===== config.mk =====
export PLATFORM = sky130hd
export DESIGN_NAME = vga_sync_receiver
export DESIGN_NICKNAME = d
export VERILOG_FILES = /design/src/rtl/vga_sync_receiver.sv
export SDC_FILE = /design/constraint.sdc
export NUM_CORES = 1
export LEC_CHECK = 0
export ABC_AREA = 0
export BUFFER_PORTS_ARGS = -buffer_cell sky130_fd_sc_hd__buf_2
export CORE_MARGIN = 2
export CORE_UTILIZATION = 38
export CTS_CLUSTER_DIAMETER = 50
export DETAILED_ROUTE_END_ITERATION = 7
export SKIP_LAST_GASP = 1
export SYNTH_ARGS = -nofsm -noshare
export SYNTH_HDL_FRONTEND = slang
export SYNTH_SLANG_ARGS = --single-unit

===== constraint.sdc =====
create_clock -name Clock -period 2.85 [get_ports Clock]
set_input_delay 0.285 -clock Clock [delete_from_list [all_inputs] [get_ports Clock]]
set_output_delay 0.285 -clock Clock [all_outputs]
set_load 0.03 [all_outputs]

===== src/rtl/vga_sync_receiver.sv =====
// rtl/vga_sync_receiver.sv - VGA sync receiver: timing lock, pixel coordinates and data enable
//
// Purpose: registers the incoming sync/pixel pins, counts columns and lines from
// the sync edges, measures and verifies line/frame timing, and once locked emits
// the active pixel with its column/row coordinates.
//
// Ports:
//   Clock        pixel clock, all inputs synchronous to it
//   Reset        synchronous, active-high
//   iHsync       horizontal sync (pulse level = SYNC_POL)
//   iVsync       vertical sync   (pulse level = SYNC_POL)
//   iRGB         pixel colour {R,G,B}
//   oRGB         recovered pixel, 0 outside the active region
//   oX, oY       active column/row, 0 when oDE=0
//   oDE          data enable
//   oFrameStart  one-cycle pulse at each applied frame start
//   oLocked      timing locked
//   oSyncErr     sticky: lock lost through a timing mismatch
//   oLineLen     cycles per line, last captured value
//   oFrameLines  lines per frame, last captured value
module vga_sync_receiver #(
    parameter int SYNC_POL = 0,
    parameter int H_BP     = 0,
    parameter int H_ACTIVE = 640,
    parameter int V_BP     = 0,
    parameter int V_ACTIVE = 480
) (
    input  logic        Clock,
    input  logic        Reset,
    input  logic        iHsync,
    input  logic        iVsync,
    input  logic [2:0]  iRGB,
    output logic [2:0]  oRGB,
    output logic [9:0]  oX,
    output logic [9:0]  oY,
    output logic        oDE,
    output logic        oFrameStart,
    output logic        oLocked,
    output logic        oSyncErr,
    output logic [11:0] oLineLen,
    output logic [10:0] oFrameLines
);

    localparam logic        POL  = (SYNC_POL != 0);
    localparam logic [11:0] H_LO = 12'(H_BP);
    localparam logic [11:0] H_HI = 12'(H_BP + H_ACTIVE);
    localparam logic [10:0] V_LO = 11'(V_BP);
    localparam logic [10:0] V_HI = 11'(V_BP + V_ACTIVE);

    typedef enum logic [1:0] {
        IDLE    = 2'd0,
        MEASURE = 2'd1,
        VERIFY  = 2'd2,
        LOCKED  = 2'd3
    } state_t;

    state_t      r_state;
    logic        r_hs;
    logic        r_hs_d;
    logic        r_vs;
    logic        r_vs_d;
    logic [2:0]  r_rgb;
    logic [11:0] r_hcnt;
    logic [10:0] r_vcnt;
    logic        r_pend;
    logic        r_first;   // next line start ends the first line of the frame
    logic        r_bad;     // a line mismatched during MEASURE/VERIFY

    logic        w_line_start;
    logic        w_frame_edge;
    logic        w_apply_fs;
    logic [11:0] w_hcnt_n;
    logic [10:0] w_vcnt_n;
    logic [11:0] w_line_len;
    logic [10:0] w_frame_lines;
    logic        w_len_ok;
    logic        w_frames_ok;
    logic        w_timeout;
    logic        w_de;

    // Trailing edge of the sync pulse marks the start of a line/frame.
    assign w_line_start  = (r_hs_d == POL) && (r_hs == ~POL);
    assign w_frame_edge  = (r_vs_d == POL) && (r_vs == ~POL);
    // A frame start is applied on a line start, so vcnt always restarts at a line boundary.
    assign w_apply_fs    = w_line_start && (r_pend || w_frame_edge);

    // Counter values that belong to the pixel currently held in r_rgb.
    assign w_hcnt_n      = w_line_start ? 12'd0 :
                           (r_hcnt == 12'hFFF) ? r_hcnt : r_hcnt + 12'd1;
    assign w_vcnt_n      = w_apply_fs ? 11'd0 :
                           (w_line_start && r_vcnt != 11'h7FF) ? r_vcnt + 11'd1 : r_vcnt;

    assign w_line_len    = r_hcnt + 12'd1;
    assign w_frame_lines = r_vcnt + 11'd1;
    assign w_len_ok      = (w_line_len == oLineLen);
    assign w_frames_ok   = (w_frame_lines == oFrameLines);
    assign w_timeout     = (r_hcnt == 12'hFFF) && !w_line_start;

    assign w_de = (r_state == LOCKED)
               && (w_hcnt_n >= H_LO) && (w_hcnt_n < H_HI)
               && (w_vcnt_n >= V_LO) && (w_vcnt_n < V_HI);

    always_ff @(posedge Clock) begin
        if (Reset) begin
            r_state     <= IDLE;
            // Idle level on the sync history so no edge is seen coming out of reset.
            r_hs        <= ~POL;
            r_hs_d      <= ~POL;
            r_vs        <= ~POL;
            r_vs_d      <= ~POL;
            r_rgb       <= '0;
            r_hcnt      <= '0;
            r_vcnt      <= '0;
            r_pend      <= 1'b0;
            r_first     <= 1'b0;
            r_bad       <= 1'b0;
            oRGB        <= '0;
            oX          <= '0;
            oY          <= '0;
            oDE         <= 1'b0;
            oFrameStart <= 1'b0;
            oLocked     <= 1'b0;
            oSyncErr    <= 1'b0;
            oLineLen    <= '0;
            oFrameLines <= '0;
        end else begin
            r_hs   <= iHsync;
            r_hs_d <= r_hs;
            r_vs   <= iVsync;
            r_vs_d <= r_vs;
            r_rgb  <= iRGB;
            r_hcnt <= w_hcnt_n;
            r_vcnt <= w_vcnt_n;

            if (w_apply_fs)
                r_pend <= 1'b0;
            else if (w_frame_edge)
                r_pend <= 1'b1;

            oFrameStart <= w_apply_fs;
            oDE         <= w_de;
            oX          <= w_de ? 10'(w_hcnt_n - H_LO) : 10'd0;
            oY          <= w_de ? 10'(w_vcnt_n - V_LO) : 10'd0;
            oRGB        <= w_de ? r_rgb : 3'd0;

            if (w_timeout) begin
                // Sync has vanished: drop everything but the sticky error.
                r_state <= IDLE;
                oLocked <= 1'b0;
                r_first <= 1'b0;
                r_bad   <= 1'b0;
            end else if (w_line_start) begin
                case (r_state)
                    IDLE: begin
                        if (w_apply_fs) begin
                            r_state <= MEASURE;
                            r_first <= 1'b1;
                            r_bad   <= 1'b0;
                        end
                    end
                    MEASURE: begin
                        if (w_apply_fs) begin
                            if (r_first || r_bad || !w_len_ok) begin
                                // Unstable frame: measure again from scratch.
                                r_first <= 1'b1;
                                r_bad   <= 1'b0;
                            end else begin
                                oFrameLines <= w_frame_lines;
                                r_state     <= VERIFY;
                            end
                        end else if (r_first) begin
                            oLineLen <= w_line_len;
                            r_first  <= 1'b0;
                        end else if (!w_len_ok) begin
                            r_bad <= 1'b1;
                        end
                    end
                    VERIFY: begin
                        if (w_apply_fs) begin
                            if (!r_bad && w_len_ok && w_frames_ok) begin
                                r_state <= LOCKED;
                                oLocked <= 1'b1;
                            end else begin
                                r_state <= MEASURE;
                                r_first <= 1'b1;
                            end
                            r_bad <= 1'b0;
                        end else if (!w_len_ok) begin
                            r_bad <= 1'b1;
                        end
                    end
                    LOCKED: begin
                        // The captured line length stays valid, so MEASURE can
                        // go straight to capturing frame lines at the next frame start.
                        if (!w_len_ok || (w_apply_fs && !w_frames_ok)) begin
                            r_state  <= MEASURE;
                            oLocked  <= 1'b0;
                            oSyncErr <= 1'b1;
                            r_first  <= 1'b0;
                            r_bad    <= 1'b0;
                        end
                    end
                    default: r_state <= IDLE;
                endcase
            end
        end
    end

endmodule


---- After elaboration in Yosys (flattened, before gate mapping) ----
Cells that the tools add are included.
Widths: inputs -> output; s select.
operators by class
  $add $sub $neg .......................... 2
  $mul .................................... 0
  div/mod/pow operators ................... 0
  order comparisons ....................... 4
  equality and inequality tests ........... 16
  shift operators ......................... 0
  muxes and demuxes ....................... 28
  bitwise logic cells ..................... 6
  reduce and logical (&&, ||, !) cells .... 32
operators with widths
  operator               number
  $mux 12                2
  $mux 11                2
  $reduce_and 5->1       4
  $mux 1                 14
  $add 12x1->12 const B  1
  $eq 12x12->1           1
  $eq 12x12->1 const B   1
  $ge 12x1->1 const B    1
  $logic_and 1x1->1      12
  $lt 12x10->1 const B   1
  $mux 2                 6
  $ne 2x2->1 const B     6
  $reduce_and 6->1       2
  $add 11x1->11 const B  1
  $eq 11x11->1           1
  $ge 11x1->1 const B    1
  $lt 11x9->1 const B    1
  $ne 11x11->1 const B   1
  $pmux 1 s4             2
  $pmux 2 s4             1
  $ne 3x3->1 const B     2
  $not 1->1              6
  $reduce_or 2->1        3
  $eq 2x2->1 const B     2
  8 further kinds        14
storage, ports and cells
  register bits ........................... 85
  bits in latches ......................... 0
  RAM bits ................................ 0
  ROM bits ................................ 0
  input bits .............................. 7
  output and inout port bits .............. 50
  word-level logic and storage cells ...... 108
  memories kept ........................... 0

---- Depth between registers and ports, before layout ----
Gate-level depths: netlist (run 1).
  word-level depth ........................ 10
  gate-level depth with buffers ........... 11
  depth with buffers taken out ............ 9

---- Worst setup path after synthesis (run 1) ----
No wires, ideal clock.
  kind .................................... flip-flop to flip-flop
  start ................................... register r_hcnt[1]
  end ..................................... register r_state[0]
  setup time .............................. 0.129 ns
  data arrival time ....................... 2.578 ns
  required time ........................... 2.721 ns
  path slack .............................. 0.143 ns
  stages on the path, launching flop included .. 10
  path buffers ............................ 0
  clock period less this slack ............ 2.707 ns
  cell sequence ........................... dfxtp_1 ha_1 nand3_2 or4_1 o32ai_2 o221ai_2 or3_4 o41a_1 nor3b_2 nor3b_2
between the ends
  longest elaborated chain between the ends .. 6
  elaborated cells on any way between the ends .. 11
  classes of those cells .................. add/sub: 1; eq/ne: 4; reduce/logical: 6
RTL lines
  what                                                       line      source
  from (decl)                                                63        logic [11:0] r_hcnt;
  from (signal assigned)                                     132       r_hcnt <= w_hcnt_n;
  $add 12x1->12                                              93        assign w_line_len = r_hcnt + 12'd1;
  $eq 12x12->1                                               95        assign w_len_ok = (w_line_len == oLineLen);
  $logic_not 1->1                                            163, 195
  $logic_or 1x1->1 (on tied branches)                        163, 195
  $ne 2x2->1 (no source line) or $ne 2x1->1 (tied branches)  -
  $reduce_and 6->1 (no source line)                          -
  to (signal assigned)                                       169       r_state <= VERIFY;
  to (signal assigned)                                       196       r_state <= MEASURE;
  to (signal assigned)                                       203       default: r_state <= IDLE;
  to (decl)                                                  57        state_t r_state;
Parallel ways exist; a longest one is shown, timed or not.
A chain may end at the register's enable or synchronous reset.

---- Final worst setup path (run 1) ----
Ends and elaborated chain as after synthesis.

==> impl_metrics.ini, run 1 <==
[status]
status = complete, no violations

[synthesis]
synth_flop_cell = dfxtp_1
netlist_area_sq_mm = 0.004335
ys_types = 69
synth_edf_count = 0
syn_avg_cell_area_sq_um = 8.758
ys_warn_count = 0
synth-seq-cells = 85
syn_nets = 509
async_flop_share = 0
postSynthCellCount = 495
ys_seq_area_frac = 0.3925

[hold_path]
worstHoldEndpoint = r_vs
hold_class = primary input to register
hp-start = iVsync
whs_path_depth = 2

[setup_path]
crit_fanout = 7
cp-start-kind = register
cpMostUsedCell = nor3b_2
setup.worst_path.start = r_hcnt[1]
cp_slowest_cell = or4_1
ff2ff_setup_slack_ps = 110
rr_worst_depth = 9
worst_setup_path_end_kind = register
required_ps = 3060
slowest_delay_ps = 540
critPathArrivalTime_ps = 2950
rr_endpoint = r_state[0]
crit_type = register to register
reg2reg_from = r_hcnt[1]
worstPathCellList = ha_4 > nand3_2 > or4_1 > o32ai_2 > o221ai_2 > or3_4 > o41a_1 > nor3b_2 > nor3b_2

[placement]
port_buffers = 56
place_congestion = 0.9144
dp_cells = 690
hpwlAfterDp_mm = 7.641
dpl_cell_area_sq_mm = 0.004882

[finish]
final_cells = 708
drive_above_1_share = 0.2442
layout_common_cells = dfxtp_1 (80), nor2_1 (69), buf_2 (56)
final_nets = 574
area_growth_pct = 21.15
antennaDiodeCount = 0
final_core_util = 0.4660
stdcell_area_sq_mm = 0.005253
num-fill-cells = 1104
final_common_cell = dfxtp_1

[clock_network]
cts.path.max_buffers = 2
clkLatencyLatePin_ps = 350
cts_sinks = 85
cts-buffers-inserted = 9
clockRootBuffer = clkbuf_16
cts_htree_levels = 3
hold_buffers = 0
cts_tree = yes
clk_pin_slew_ps = 70

[sta]
fmax_mhz = 365.2
drv_slew = 0
timing.final.crit_share = 0.9607
finalSetupViolations = 0
tightest_slew_ps = 725.7
maxSlewHeadroom = 0.5162
rsz0062_at_grt = true
finalHoldViolations = 0
skew_ps = 8.862
min_period_ps = 2738

[route]
drt-pass1-iter-count = 5
wire_per_inst_microns = 15.00
routed_via_density = 5.246
drtIter0Drc = 193
drcViolationCount = 0
via_count = 3714
ant_nets = 0
wl_mm = 10.62

[floorplanning]
ios = 57
dieArea_sq_mm = 0.01228
start_util = 0.3846
core-area_sq_mm = 0.01127
die_x_microns = 110.8
rows = 39
die_h_microns = 110.8

[run]
cap_violations = 0

[pwr]
p_leak_nw = 2.051
fin_total_pwr_mw = 2.538
power_density_mw_per_mm2 = 483.3
max-vdd-ir-drop_v = 0.0003226

[global_route]
first_global_vias = 3597
gr-usage-all-layers = 0.1747
grt_pass1_wl_mm = 17.57
grt_remaining_overflow = 0
antenna_found_initial = 0
grt_max_degree = 38
## per-stage QoR
stage	worst slack (ps)	TNS, ps	hold slack (ps)
after detailed placement	-14.99	-14.99	419.2
final	112.1	0	119.1
after CTS	28.39	0	114.6
after floorplan	143.4	0	388.8
after global placement	72.18	0	409.9
after global routing	-42.93	-78.55	118.6
## cell type report
class,count,area [sq um],area share
clock inverters,7,77.57,0.01477
multi-input cells,361,2457,0.4678
clock buffers,9,225.2,0.04288
flip-flops and latches,85,1708,0.3252
well taps,143,178.9,0.03406
repair buffers,89,553.0,0.1053
inverters,14,52.55,0.01000
## routing by layer
| layer | wire, microns | vias up | part of all wire | global-route usage |
|---|---|---|---|---|
| li1 | - | 1853 | - | - |
| met1 | 4939 | 1760 | 0.46 | 0.2209 |
| met2 | 5070 | 87 | 0.48 | 0.2851 |
| met3 | 436 | 14 | 0.041 | 0.03718 |
| met4 | 176 | 0 | 0.017 | 0.08250 |
| met5 | 0 | - | 0 | 0 |
## synth_stat cells, types with 3 or more instances
cell type,count,area [sq um]
clkbuf_1,16,60.06
buf_4,5,37.54
nor2b_1,7,43.79
xor2_1,15,131.4
and2_1,5,31.28
or2_1,3,18.77
a211oi_1,18,135.1
nor3_1,7,35.03
nand2_1,34,127.6
or2_2,4,25.02
xnor2_1,26,227.7
buf_2,10,50.05
nand4_1,4,25.02
nor4_1,4,25.02
o21ai_1,6,30.03
mux2i_1,11,110.1
or3_1,3,18.77
buf_1,3,11.26
o211ai_1,3,22.52
nor2_1,69,259.0
nand2b_1,7,43.79
dfxtp_1,85,1702
o21ai_0,16,80.08
nand3_1,19,95.09
a21oi_1,30,150.1
ha_1,7,87.58
or4_1,4,30.03
xnor3_1,5,112.6
inv_1,14,52.55
and3_1,5,31.28
## critical path, delay by kind of cell (launching register included)
kind,cells,cell delay (ps)
simple gates,5,1270
compound gates,3,760
flops,1,390
fa+ha+maj,1,170
## cell families after synthesis
family / Yosys count / synth area share
AO/OA/AOI/OAI: 101 / 0.1602
XOR/XNOR: 47 / 0.1126
adder cells (fa/ha/maj): 7 / 0.02020
buffers and inverters: 49 / 0.05137
flip-flops: 85 / 0.3925
multiplexers: 12 / 0.02800
AND/OR/NAND/NOR: 193 / 0.2343
other: 1 / 0.0008650
## power by group
group	internal [mW]	switching, mW
sequential	1.20	0.0100
combinational	0.0502	0.0700
clock	0.692	0.517
total	1.94	0.597
## sequential cells by signal, summed over array words and instances, names as in the netlist, 3 cells and up
name and count:
r_vcnt 11, oY 10, oX 10, oRGB 3, oFrameLines 11, oLineLen 12, r_rgb 3, r_hcnt 12
## repair_timing
| action | CTS | global route |
|---|---|---|
| gates cloned | 0 | 0 |
| hold endpoints to repair | 0 | 0 |
| gates resized for setup | 1 | 14 |
| pin swaps | 0 | 2 |
| setup endpoints to repair | 1 | 9 |
| setup buffers | 0 | 2 |
## how the worst max path moves through the flow
| stage | to | slack [ps] | depth (start not counted) |
|---|---|---|---|
| finish | r_state[0] | 110 | 9 |
| global route | r_state[1] | -40 | 8 |
| CTS | r_first | 30 | 8 |
| detailed placement | r_first | -10 | 8 |
| global placement | r_first | 70 | 8 |
| floorplan | r_state[0] | 140 | 9 |
Note: power is estimated with default switching activity, not from simulation.
==> run 2: changes to the inputs <==
- CORE_UTILIZATION: 38 -> 52
- PLACE_DENSITY: default -> 0.76
==> impl_metrics.ini, run 2 (same netlist as run 1, synthesis figures left out) <==
[status]
status = complete, no violations

[setup_path]
setup.worst_path.start = r_hcnt[0]
cp_slowest_cell = or4_1
slowest_delay_ps = 560
reg2reg_from = r_hcnt[0]
cp-start-kind = register
critPathArrivalTime_ps = 2980
rr_endpoint = r_state[0]
rr_worst_depth = 9
ff2ff_setup_slack_ps = 90
crit_type = register to register
required_ps = 3080
worstPathCellList = ha_4 > nand3_2 > or4_1 > o32ai_2 > o221ai_2 > or3_4 > o41a_1 > nor3b_2 > nor3b_2
cp_top_family = simple AND/OR/NAND/NOR gates
endpoint = r_state[0]
cpMostUsedCell = nor3b_2
worst_setup_path_end_kind = register
critical_path_depth = 9
cp_num_buf_inv = 0
crit_fanout = 7

[global_route]
first_global_vias = 3498
antenna_found_initial = 0
grt_pass1_wl_mm = 17.50
grt_max_degree = 37
grt_remaining_overflow = 0
gr-usage-all-layers = 0.2508

[finish]
final_nets = 577
top_regs = oLineLen (12), r_hcnt (12)
final_cells = 670
multi_input_area_sq_mm = 0.002474
register_area_sq_mm = 0.001712
drive_above_1_share = 0.2496
final_common_cell = dfxtp_1
stdcell_area_sq_mm = 0.005167
num-fill-cells = 677
antennaDiodeCount = 0
layout_common_cells = dfxtp_1 (77), nor2_1 (69), buf_2 (56)
area_growth_pct = 19.19

[placement]
hpwlAfterDp_mm = 7.852
port_buffers = 56
place_congestion = 0.9249
dpl_cell_area_sq_mm = 0.004835
pre_cts_ws_ps = 13.12
dp_cells = 652

[floorplanning]
die_x_microns = 95.31
die_h_microns = 95.31
core-area_sq_mm = 0.008134
rows = 33
dieArea_sq_mm = 0.009084
start_util = 0.5330
ios = 57

[hold_path]
hold_class = primary input to register

[sta]
setup_ws_ps = 93.73
drv_slew = 0
finalHoldViolations = 0
fmax_mhz = 362.8
rsz0062_at_grt = true
finalSetupViolations = 0
tightest_slew_ps = 577.1
maxSlewHeadroom = 0.6153
skew_ps = 12.52
timing.final.crit_share = 0.9671
min_period_ps = 2756

[pwr]
p_leak_nw = 2.051
power_density_mw_per_mm2 = 450.9
max-vdd-ir-drop_v = 0.0002636
fin_total_pwr_mw = 2.330

[route]
drtIter0Drc = 282
ant_nets = 0
wl_mm = 11.22
drcViolationCount = 0
wire_per_inst_microns = 16.75
via_count = 3851
drt-pass1-iter-count = 7
routed_via_density = 5.748

[clock_network]
hold_buffers = 0
cts.path.max_buffers = 2
cts_htree_levels = 3
clk_pin_slew_ps = 80
cts_tree = yes
cts-buffers-inserted = 9
cts_sinks = 85
clkLatencyLatePin_ps = 360
clockRootBuffer = clkbuf_8

[run]
cap_violations = 0
==> run 2: cell count changes in the layout (fill, tap and decap cells not counted), moves of 3 or more <==
cell,change
buf_4,+3
clkbuf_16,-9
clkbuf_8,+9
dfxtp_1,-3
dfxtp_2,+3
==> run 2: how the worst min path moves through the flow <==
stage,from,endpoint,slack (ps),depth (start not counted)
finish,iVsync,r_vs,110,2
global route,iVsync,r_vs,110,2
CTS,iHsync,r_hs,100,2
detailed placement,r_rgb[2],oRGB[2],430,1
global placement,r_vs,r_vs_d,430,1
floorplan,iHsync,r_hs,390,1
==> run 2: area by class of cell <==
| cell class | instances | area share |
|---|---|---|
| clock inverters | 4 | 0.01913 |
| repair buffers | 92 | 0.1114 |
| multi-input cells | 361 | 0.4787 |
| clock buffers | 9 | 0.02397 |
| inverters | 14 | 0.01017 |
| flip-flops and latches | 85 | 0.3312 |
| well taps | 105 | 0.02542 |
==> run 2: worst register-to-register path: cells and delay by family, from the launching register on <==
kind / cells / cell delay [ps]
compound gates: 3 / 740
flops: 1 / 380
simple gates: 5 / 1340
fa+ha+maj: 1 / 170
==> run 2: repair_timing <==
item                       in CTS  in global routing
setup endpoints to repair       3                 35
setup buffers                   0                  5
resized for setup               2                 18
pin swaps                       0                  3
==> run 2: through the flow <==
step | utilization | hold WS [ps] | TNS [ps]
4_1_cts | 0.6234 | 101.3 | 0
6_report | 0.6353 | 110.5 | 0
3_3_place_gp | 0.5944 | 429.3 | 0
2_1_floorplan | - | 388.8 | 0
3_5_place_dp | 0.5944 | 433.4 | 0
5_1_grt | 0.6353 | 106.0 | -24.29
==> run 2: report_power, final <==
part / leakage (nW) / switching, mW / total (mW) / internal (mW)
Combinational: 1.25 / 0.0753 / 0.125 / 0.0500
Sequential: 0.691 / 0.0109 / 1.21 / 1.20
Clock: 0.112 / 0.424 / 0.995 / 0.571
==> run 2: layer usage <==
| layer | up-vias | global-route usage | wire length, microns |
|---|---|---|---|
| met5 | - | 0 | 0 |
| met4 | 0 | 0.08816 | 191 |
| met3 | 19 | 0.05375 | 688 |
| met2 | 145 | 0.3738 | 5010 |
| met1 | 1839 | 0.3577 | 5332 |
| li1 | 1848 | - | - |
